<file path="config.mk">
export PLATFORM = sky130hd
export DESIGN_NAME = mem_bus_arbiter
export DESIGN_NICKNAME = d
export VERILOG_FILES = /design/src/rtl/mem_bus_arbiter_pkg.sv /design/src/rtl/mem_bus_arbiter_picker.sv /design/src/rtl/mem_bus_arbiter.sv
export SDC_FILE = /design/constraint.sdc
export NUM_CORES = 1
export LEC_CHECK = 0
export ABC_AREA = 1
export CAP_MARGIN = 10
export CORE_AREA = 2 2 243 245
export CTS_CLUSTER_DIAMETER = 30
export CTS_CLUSTER_SIZE = 25
export DETAILED_ROUTE_END_ITERATION = 7
export DIE_AREA = 0 0 245 247
export GPL_TIMING_DRIVEN = 1
export PLACE_DENSITY_LB_ADDON = 0.1
export SLEW_MARGIN = 20
export SYNTH_ARGS = -nofsm -noshare
export SYNTH_HDL_FRONTEND = slang
export SYNTH_HIERARCHICAL = 1
export SYNTH_SLANG_ARGS = --single-unit
</file>
<file path="constraint.sdc">
create_clock -name clk -period 4.56 [get_ports clk]
set_input_delay 0.912 -clock clk [delete_from_list [all_inputs] [get_ports clk]]
set_output_delay 0.912 -clock clk [all_outputs]
set_load 0.1 [all_outputs]
</file>
<file path="src/rtl/mem_bus_arbiter_pkg.sv">
// ---------------------------------------------------------------------------
// Shared configuration for the memory-bus arbiter slice.
//
//   main_memory_config : main-memory address and block-data widths.
//   bus_arbiter_config : arbitration policy and FSM state encodings, plus the
//                        winner-index width helper used by the arbiter and
//                        its picker.
// ---------------------------------------------------------------------------

package main_memory_config;
    localparam int MAIN_MEMORY_ADDRESS_WIDTH = 32;
    localparam int MAIN_MEMORY_DATA_WIDTH    = 64;
endpackage

package bus_arbiter_config;

    typedef enum logic {
        ARB_ROUND_ROBIN    = 1'b0,
        ARB_FIXED_PRIORITY = 1'b1
    } arb_mode_t;

    typedef enum logic [1:0] {
        IDLE    = 2'd0,
        ISSUE   = 2'd1,
        RESPOND = 2'd2
    } arb_state_t;

    localparam int WAIT_CNT_W = 16;

    // Winner index width; never narrower than one bit.
    function automatic int arb_idx_width(input int num_ports);
        return (num_ports > 2) ? $clog2(num_ports) : 1;
    endfunction

endpackage

</file>
<file path="src/rtl/mem_bus_arbiter_picker.sv">
// ---------------------------------------------------------------------------
// rr_priority_picker - combinational winner selection.
//
// Ports:
//   i_req   : per-port request vector
//   i_ptr   : round-robin search start index (ignored in fixed priority)
//   i_mode  : ARB_ROUND_ROBIN or ARB_FIXED_PRIORITY
//   o_grant : one-hot winner (zero when no request)
//   o_idx   : binary index of the winner
//   o_valid : at least one request present
// ---------------------------------------------------------------------------

module rr_priority_picker
    import bus_arbiter_config::*;
#(
    parameter int NUM_PORTS = 4,
    parameter int IDX_W     = arb_idx_width(NUM_PORTS)
) (
    input  logic [NUM_PORTS-1:0] i_req,
    input  logic [IDX_W-1:0]     i_ptr,
    input  arb_mode_t            i_mode,
    output logic [NUM_PORTS-1:0] o_grant,
    output logic [IDX_W-1:0]     o_idx,
    output logic                 o_valid
);

    localparam logic [IDX_W:0] NP = (IDX_W+1)'(NUM_PORTS);

    logic [IDX_W-1:0] w_start;
    logic [IDX_W:0]   w_pos;

    // Fixed priority is simply a round-robin search that always starts at 0.
    assign w_start = (i_mode == ARB_ROUND_ROBIN) ? i_ptr : '0;

    // Walk ports starting at w_start, wrapping NUM_PORTS-1 -> 0; the one extra
    // bit in w_pos holds the un-wrapped sum so a single subtract folds it back.
    always_comb begin
        o_grant = '0;
        o_idx   = '0;
        o_valid = 1'b0;
        w_pos   = '0;
        for (int unsigned k = 0; k < NUM_PORTS; k++) begin
            w_pos = {1'b0, w_start} + (IDX_W+1)'(k);
            if (w_pos >= NP) begin
                w_pos = w_pos - NP;
            end
            if (!o_valid && i_req[w_pos[IDX_W-1:0]]) begin
                o_valid                    = 1'b1;
                o_idx                      = w_pos[IDX_W-1:0];
                o_grant[w_pos[IDX_W-1:0]]  = 1'b1;
            end
        end
    end

endmodule

</file>
<file path="src/rtl/mem_bus_arbiter.sv">
// ---------------------------------------------------------------------------
// mem_bus_arbiter - shares one main-memory port between NUM_PORTS caches.
//
// One transaction at a time: IDLE picks a winner and latches its op, address
// and data; ISSUE holds the memory request until main_memory_ready; RESPOND
// pulses port_ready to the owner for one cycle, then back to IDLE.
//
// Ports:
//   clk, reset                    : clock, synchronous active-high reset
//   port_read_request[N]          : per-port block read request
//   port_write_request[N]         : per-port write-back request (wins over read)
//   port_address[N][ADDR_W]       : per-port address
//   port_write_data[N][DATA_W]    : per-port write-back data
//   port_grant[N]                 : one-hot bus owner, visible during ISSUE
//   port_ready[N]                 : one-cycle completion pulse (RESPOND)
//   port_read_data[DATA_W]        : shared read data, valid with port_ready
//   main_memory_read_request      : memory read request (ISSUE, read op)
//   main_memory_write_request     : memory write request (ISSUE, write op)
//   main_memory_address[ADDR_W]   : latched address
//   main_memory_write_data[DATA_W]: latched write data
//   main_memory_read_data[DATA_W] : memory read data, sampled with ready
//   main_memory_ready             : memory completion
// ---------------------------------------------------------------------------

module mem_bus_arbiter
    import main_memory_config::*;
    import bus_arbiter_config::*;
#(
    parameter int        NUM_PORTS = 4,
    parameter int        ADDR_W    = MAIN_MEMORY_ADDRESS_WIDTH,
    parameter int        DATA_W    = MAIN_MEMORY_DATA_WIDTH,
    parameter arb_mode_t ARB_MODE  = ARB_ROUND_ROBIN
) (
    input  logic                             clk,
    input  logic                             reset,
    input  logic [NUM_PORTS-1:0]             port_read_request,
    input  logic [NUM_PORTS-1:0]             port_write_request,
    input  logic [NUM_PORTS-1:0][ADDR_W-1:0] port_address,
    input  logic [NUM_PORTS-1:0][DATA_W-1:0] port_write_data,
    output logic [NUM_PORTS-1:0]             port_grant,
    output logic [NUM_PORTS-1:0]             port_ready,
    output logic [DATA_W-1:0]                port_read_data,
    output logic                             main_memory_read_request,
    output logic                             main_memory_write_request,
    output logic [ADDR_W-1:0]                main_memory_address,
    output logic [DATA_W-1:0]                main_memory_write_data,
    input  logic [DATA_W-1:0]                main_memory_read_data,
    input  logic                             main_memory_ready
);

    localparam int               IDX_W    = arb_idx_width(NUM_PORTS);
    localparam logic [IDX_W-1:0] LAST_IDX = IDX_W'(NUM_PORTS - 1);

    arb_state_t             r_state;
    arb_state_t             w_state_next;

    logic [NUM_PORTS-1:0]   w_req;
    logic [NUM_PORTS-1:0]   w_pick_grant;
    logic [IDX_W-1:0]       w_pick_idx;
    logic                   w_pick_valid;
    logic [NUM_PORTS-1:0]   w_take;
    logic [IDX_W-1:0]       w_rr_ptr_next;

    logic [NUM_PORTS-1:0]   r_owner;
    logic                   r_is_write;
    logic [ADDR_W-1:0]      r_addr;
    logic [DATA_W-1:0]      r_wdata;
    logic [DATA_W-1:0]      r_rdata;
    logic [IDX_W-1:0]       r_rr_ptr;
    logic [WAIT_CNT_W-1:0]  r_wait_cnt [NUM_PORTS];

    assign w_req = port_read_request | port_write_request;

    rr_priority_picker #(
        .NUM_PORTS (NUM_PORTS),
        .IDX_W     (IDX_W)
    ) u_picker (
        .i_req   (w_req),
        .i_ptr   (r_rr_ptr),
        .i_mode  (ARB_MODE),
        .o_grant (w_pick_grant),
        .o_idx   (w_pick_idx),
        .o_valid (w_pick_valid)
    );

    assign w_rr_ptr_next = (w_pick_idx == LAST_IDX) ? '0 : w_pick_idx + 1'b1;
    assign w_take        = (r_state == IDLE && w_pick_valid) ? w_pick_grant : '0;

    // ---------------- FSM: state register ----------------
    always_ff @(posedge clk) begin
        if (reset) begin
            r_state <= IDLE;
        end else begin
            r_state <= w_state_next;
        end
    end

    // ---------------- FSM: next state ----------------
    always_comb begin
        w_state_next = r_state;
        unique case (r_state)
            IDLE:    if (w_pick_valid)      w_state_next = ISSUE;
            ISSUE:   if (main_memory_ready) w_state_next = RESPOND;
            RESPOND: w_state_next = IDLE;
            default: w_state_next = IDLE;
        endcase
    end

    // ---------------- FSM: outputs ----------------
    always_comb begin
        port_grant                = '0;
        port_ready                = '0;
        main_memory_read_request  = 1'b0;
        main_memory_write_request = 1'b0;
        unique case (r_state)
            ISSUE: begin
                port_grant                = r_owner;
                main_memory_read_request  = !r_is_write;
                main_memory_write_request = r_is_write;
            end
            RESPOND: port_ready = r_owner;
            default: ;
        endcase
    end

    assign main_memory_address    = r_addr;
    assign main_memory_write_data = r_wdata;
    assign port_read_data         = r_rdata;

    // ---------------- Transaction datapath ----------------
    always_ff @(posedge clk) begin
        if (reset) begin
            r_owner    <= '0;
            r_is_write <= 1'b0;
            r_addr     <= '0;
            r_wdata    <= '0;
            r_rdata    <= '0;
            r_rr_ptr   <= '0;
        end else begin
            unique case (r_state)
                IDLE: begin
                    if (w_pick_valid) begin
                        r_owner    <= w_pick_grant;
                        // Read+write together is serviced as the write-back.
                        r_is_write <= port_write_request[w_pick_idx];
                        r_addr     <= port_address[w_pick_idx];
                        r_wdata    <= port_write_data[w_pick_idx];
                        if (ARB_MODE == ARB_ROUND_ROBIN) begin
                            r_rr_ptr <= w_rr_ptr_next;
                        end
                    end
                end
                ISSUE: begin
                    if (main_memory_ready && !r_is_write) begin
                        r_rdata <= main_memory_read_data;
                    end
                end
                RESPOND: r_owner <= '0;
                default: ;
            endcase
        end
    end

    // Starvation counters: count cycles spent requesting while not owning the
    // bus; cleared on the pick edge and for as long as the port owns it.
    always_ff @(posedge clk) begin
        for (int unsigned i = 0; i < NUM_PORTS; i++) begin
            if (reset || w_take[i] || r_owner[i]) begin
                r_wait_cnt[i] <= '0;
            end else if (w_req[i] && (r_wait_cnt[i] != '1)) begin
                r_wait_cnt[i] <= r_wait_cnt[i] + 1'b1;
            end
        end
    end

endmodule

</file>
# --- Yosys cells after proc, flatten, opt, wreduce, memory -nomap -nowiden ---
# Cells that the tools add are included.
# Widths: inputs -> output; s select.
word_totals:
  register_bits: 169
  latchBits: 0
  mem_bits_rw: 0
  romBits: 0
  input_bits: 459
  out_inout_bits: 170
  n_memories: 0
op_classes:
  add_sub_neg: 8
  multipliers: 0
  n_div: 0
  order_cmp: 13
  eq_ne: 5
  shifts: 0
  mux: 48
  bitwise_logic: 4
  reduce_logical: 18
ops:
  columns: ["op", "count"]
  rows:
  - ["$bmux 64 s2", 1]
  - ["$bmux 32 s2", 1]
  - ["$mux 64", 1]
  - ["$mux 32", 1]
  - ["$mux 4", 7]
  - ["$mux 2", 11]
  - ["$or 4x4->4", 4]
  - ["$lt 2x3->1 const B", 5]
  - ["$mux 1", 15]
  - ["$bmux 1 s2", 5]
  - ["$ge 3x3->1 const B", 3]
  - ["$demux 1 s2", 4]
  - ["$ge 2x1->1 const B", 4]
  - ["$logic_and 1x1->1", 8]
  - ["$pmux 4 s2", 1]
  - ["$reduce_and 2->1", 4]
  - ["$sub 2x1->2 const B", 4]
  - ["$add 2x2->3 const B", 2]
  - ["$eq 2x2->1 const B", 2]
  - ["$logic_not 1->1", 4]
  - ["$pmux 2 s2", 1]
  - ["$add 2x1->3 const B", 1]
  - ["$ge 2x3->1 const B", 1]
  - ["$add 2x1->2 const B", 1]
  - ["5 further kinds", 5]

# --- Depth between registers and ports, before layout ---
depth:
  word_depth: 16
  ltp_mapped: 19
  ltp_nobuf: 15

# --- Modules after synthesis ---
# Netlist, hierarchy kept.
by_module_without_submodules:
  columns: ["mod", "n_inst", "cells_each", "area_each_um2", "seq_area_each_um2"]
  rows:
  - ["mem_bus_arbiter", 1, 1602, 9625.5, 3383.2]
  - ["rr_priority_picker", 1, 107, 566.8, 0.0]

# --- Worst setup path after synthesis ---
# No wires, ideal clock.
synth_path:
  path_kind: "input -> register"
  start: "in port_read_request[3]"
  end: "reg r_addr[11], in the netlist main_memory_address[11]"
  setup_time_ns: 0.128
  t_arrival_ns: 2.574
  t_required_ns: 4.432
  path_slack_ns: 1.858
  cell_stages: 16
  n_path_buf: 3
  path_cell_list: "or2_2 nand3_1 nand2_2 nand2_2 nand2_4 nor2_8 nand4_1 nand2_1 buf_6 clkinv_2 buf_6 buf_6 nand2_1 nand3_1 nand2_1 a21oi_1"
synth_between:
  elab_chain_cells: 15
synth_lines:
  columns: ["item", "line", "rtl"]
  rows:
  - ["start: declaration", "mem_bus_arbiter.sv:36", "input logic [NUM_PORTS-1:0] port_read_request,"]
  - ["$or 4x4->4 (*)", "mem_bus_arbiter.sv:72", "assign w_req = port_read_request | port_write_request;"]
  - ["$bmux 1 s2", "mem_bus_arbiter_picker.sv:47", "if (!o_valid && i_req[w_pos[IDX_W-1:0]]) begin"]
  - ["$mux 1 (implied by the code)", "mem_bus_arbiter_picker.sv:47", null]
  - ["$mux 1", "mem_bus_arbiter_picker.sv:47", null]
  - ["$logic_not 1->1", "mem_bus_arbiter_picker.sv:47", null]
  - ["$logic_and 1x1->1", "mem_bus_arbiter_picker.sv:47", null]
  - ["$mux 1", "mem_bus_arbiter_picker.sv:47", null]
  - ["$logic_not 1->1", "mem_bus_arbiter_picker.sv:47", null]
  - ["$logic_and 1x1->1", "mem_bus_arbiter_picker.sv:47", null]
  - ["$mux 1", "mem_bus_arbiter_picker.sv:47", null]
  - ["$logic_not 1->1", "mem_bus_arbiter_picker.sv:47", null]
  - ["$logic_and 1x1->1", "mem_bus_arbiter_picker.sv:47", null]
  - ["$mux 2 (*)", "mem_bus_arbiter_picker.sv:47", null]
  - ["named net w_pick_idx[0]", "mem_bus_arbiter.sv:59", "logic [IDX_W-1:0] w_pick_idx;"]
  - ["$bmux 32 s2 (*)", "mem_bus_arbiter.sv:146", "r_addr <= port_address[w_pick_idx];"]
  - ["$mux 32 (implied by the code) (*)", "mem_bus_arbiter.sv:146", null]
  - ["end signal: assignment", "mem_bus_arbiter.sv:146", null]
  - ["end: declaration", "mem_bus_arbiter.sv:66", "logic [ADDR_W-1:0] r_addr;"]
# The timed path passes the listed nets; every way through them passes the cells marked *. The select of a mux whose other input is x is not followed.
# A chain may end at the register's enable or synchronous reset.

# --- Final worst setup path ---
layout_path:
  start: "reg r_state[1]"
  end: "out main_memory_read_request"
layout_between:
  elab_chain_cells: 2
layout_lines:
  columns: ["item", "line", "rtl"]
  rows:
  - ["start: declaration", "mem_bus_arbiter.sv:54", "arb_state_t r_state;"]
  - ["start signal: assignment", "mem_bus_arbiter.sv:94", "r_state <= w_state_next;"]
  - ["$eq 2x1->1", "mem_bus_arbiter.sv:115", "unique case (r_state)"]
  - ["$mux 1", "mem_bus_arbiter.sv:115", null]
  - ["end: declaration", "mem_bus_arbiter.sv:43", "output logic main_memory_read_request,"]
# No other way between the ends.

==> metrics.md <==
| Metric | Value |
|---|---|
| Slew margin rel. | `0.223` |
| Synthesized Nets | `2169` |
| Status | `finished, final reports clean` |
| GP Congestion | `0.849` |
| HP Start | `port_read_data[2]` |
| Vias in the first global route | `12200` |
| Post-synthesis mux area share | `0` |
| Sequential share of the synthesized area | `0.332` |
| Clock transition at path regs | `about 0.08 ns` |
| Layout Utilization | `0.301` |
| Commonest cells after routing, fill and taps aside | `nand2_1, clkdlybuf4s50_1, nand3_1` |
| DR iter-0 viols | `between 500 and 600` |
| Synth cell types | `28` |
| Std-Cell Core Area | `58200 sq um` |
| Die area | `60500 sq um` |
| Max-Cap Viols | `0` |
| Crit. End Element | `primary output` |
| CTS sink count | `169` |
| Clock skew | `0.0131 ns` |
| Fmax | `0.299 GHz` |
| Nets | `2713` |
| TritonRoute pass-1 iters | `5` |
| Critical Path Start | `r_state[1]` |
| Overall die width | `245 um` |
| Setup-failing EPs final | `0` |
| Final instance area | `17500 sq um` |
| Post-synthesis simple-gate area fraction | `0.454` |
| Finished Layout Cells | `approximately 3000` |
| Pwr/cell area | `545 nW/um^2` |
| Clk_lat worst skew | `0.49 ns` |
| Die Ht | `247 um` |
| Final Hold Fails | `0` |
| Clock tree buffer depth | `2` |
| Pleak | `between 7 and 8 nW` |
| Cts hold-fix bufs | `0` |
| Antenna viol nets, final | `0` |
| Critical path class | `flip-flop to primary output` |
| Period utilization | `0.734` |
| Post-CTS setup buffer count | `0` |
| Worst IR Drop VDD | `~0.34 mV` |
| Rows | `89` |
| First-pass GRT wire length | `80.2 mm` |
| DRC viols | `0` |
| Syn Area/Cell | `5.96 sq um` |
| Slew @ Worst Pin | `between 1 and 1.5 ns` |
| Port Buffers | `628` |
| Post-DP Area | `16900 sq um` |
| Min-Delay Path Class | `flip-flop to flip-flop` |
| Synth Area in Adders | `0.00123` |
| Syn Inst Count | `between 1500 and 2000` |
| Via count | `12500` |
| Largest net degree at the start of global routing | `150` |
| Crit path max fanout | `7` |
| Placed insts | `around 3000` |
| Htree depth | `4` |
| Synth Area in Compound Gates | `0.0834` |
| TNS Setup | `0 ns` |
| XOR/XNOR share of the synthesized area | `0` |
| Synth Register Bits | `169` |
| CTS tree | `done` |
| Req. time, crit path | `around 3.7 ns` |
| R2R Path Start | `r_rr_ptr[0]` |
| Clock root buffer | `clkbuf_16` |
| Minimum clock period | `about 3.3 ns` |
| Antenna violations before repair | `8` |
| I/O Pins | `629` |
| GRT overflow | `0` |
| Most common cell after layout, fill and taps aside | `nand2_1` |
| Startpoint Class | `flip-flop` |
| Total wire length | `55.4 mm` |
| Max Slew Vio Count | `0` |
| DR WL/cell | `~18 um` |
| Worst Path Arrival | `2.44 ns` |
| Vias per std cell | `between 4 and 5` |
| CTS-repair resized insts | `0` |
| CTS buffer count | `17` |
| Synth Cell Area | `10200 sq um` |
| Main combinational cell family by area after synthesis | `simple AND/OR/NAND/NOR gates` |
| Global-route total usage across every layer | `0.178` |
| Initial Utilization | `0.175` |
| Layout cell share with drive strength beyond 1 | `0.0384` |
| Unrepaired setup endpoints after global routing | `no` |
| Synth warnings | `6` |
| Area Overhead vs Synth | `72.1%` |
| Detail Placement HPWL | `41.0 mm` |
kinds of logic (layout without fill, tap and decap cells):
kind of cell / Yosys count / after routing
buffers and inverters: 244 / 801
adder cells (fa/ha/maj): 1 / 1
AO/OA/AOI/OAI: 169 / 169
flip-flops: 169 / 169
other: 1 / 10
AND/OR/NAND/NOR: 1125 / 1125
power breakdown:
group | internal, W | switching [W] | leakage [nW] | total [W]
Combinational | 0.00166 | 0.00439 | 5.84 | 0.00604
Sequential | 0.00179 | 0.000178 | 1.40 | 0.00197
Clock | 0.000741 | 0.000804 | 0.288 | 0.00154
Total | 0.00419 | 0.00537 | 7.53 | 0.00956
through the flow:
step | hold slack, ns | worst slack, ns | total power (W)
floorplan | 0.461 | 1.86 | 0.00641
global placement | 0.462 | 0.810 | 0.00811
detailed placement | 0.473 | 0.824 | 0.00813
CTS | 0.491 | 1.14 | 0.00974
global route | 0.500 | 1.07 | 0.0102
finish | 0.487 | 1.21 | 0.00956
cells in the mapped netlist:
master / count / area share
clkinv_2: 2 / 0.00098
conb_1: 1 / 0.00037
ha_1: 1 / 0.0012
nor2_8: 1 / 0.0020
nand2_4: 3 / 0.0033
nand4_1: 7 / 0.0043
nand3_2: 1 / 0.00098
o21ai_2: 1 / 0.00086
buf_2: 39 / 0.019
o21ai_0: 66 / 0.032
buf_1: 3 / 0.0011
nand2_2: 14 / 0.0086
nand3_1: 217 / 0.11
inv_2: 5 / 0.0018
nand2_1: 720 / 0.27
nor3_1: 1 / 0.00049
or2_2: 4 / 0.0025
nand3b_1: 1 / 0.00074
clkbuf_2: 6 / 0.0029
clkbuf_1: 21 / 0.0077
nand3_4: 1 / 0.0017
buf_4: 10 / 0.0074
buf_6: 41 / 0.045
nor2_2: 1 / 0.00061
nor2_1: 154 / 0.057
a21oi_1: 102 / 0.050
inv_1: 117 / 0.043
dfxtp_1: 169 / 0.33
flip-flops by register name (all words and copies together), names as in the netlist:
name                    flops
r_is_write                  1
r_rr_ptr                    2
port_read_data             64
r_owner                     4
r_state                     2
main_memory_write_data     64
main_memory_address        32
area by class of cell:
class,count,area [sq um]
Clock buffer,17,425
Sequential cell,169,3380
Antenna cell,9,22.5
Timing Repair Buffer,645,6560
Multi-Input combinational cell,1296,5520
Clock inverter,15,184
Inverter,124,478
Fill cell,6476,40700
Tap cell,773,967
critical path: stages, from the launching register on:
cell and delay [ns]:
dfxtp_1 0.33, inv_1 0.11, nand2_1 0.20, nor2_1 0.15, clkdlybuf4s50_1 1.16
layer usage:
layer	wire length [um]	GRT usage	vias up
met5	0	0	-
met4	1050	0.0574	0
met3	3200	0.0474	43
met2	28500	0.317	310
met1	22600	0.207	5709
li1	-	-	6418
final timing paths:
| path | slack, ns | endpoint | cells after the start |
|---|---|---|---|
| hold reg to reg | 0.49 | port_read_data[2] | 2 |
| setup / recovery | 1.21 | main_memory_read_request | 4 |
| hold / removal | 0.49 | port_read_data[2] | 2 |
| setup reg to reg | 1.50 | main_memory_write_data[55] | 11 |
Note: power is estimated with default switching activity, not from simulation.
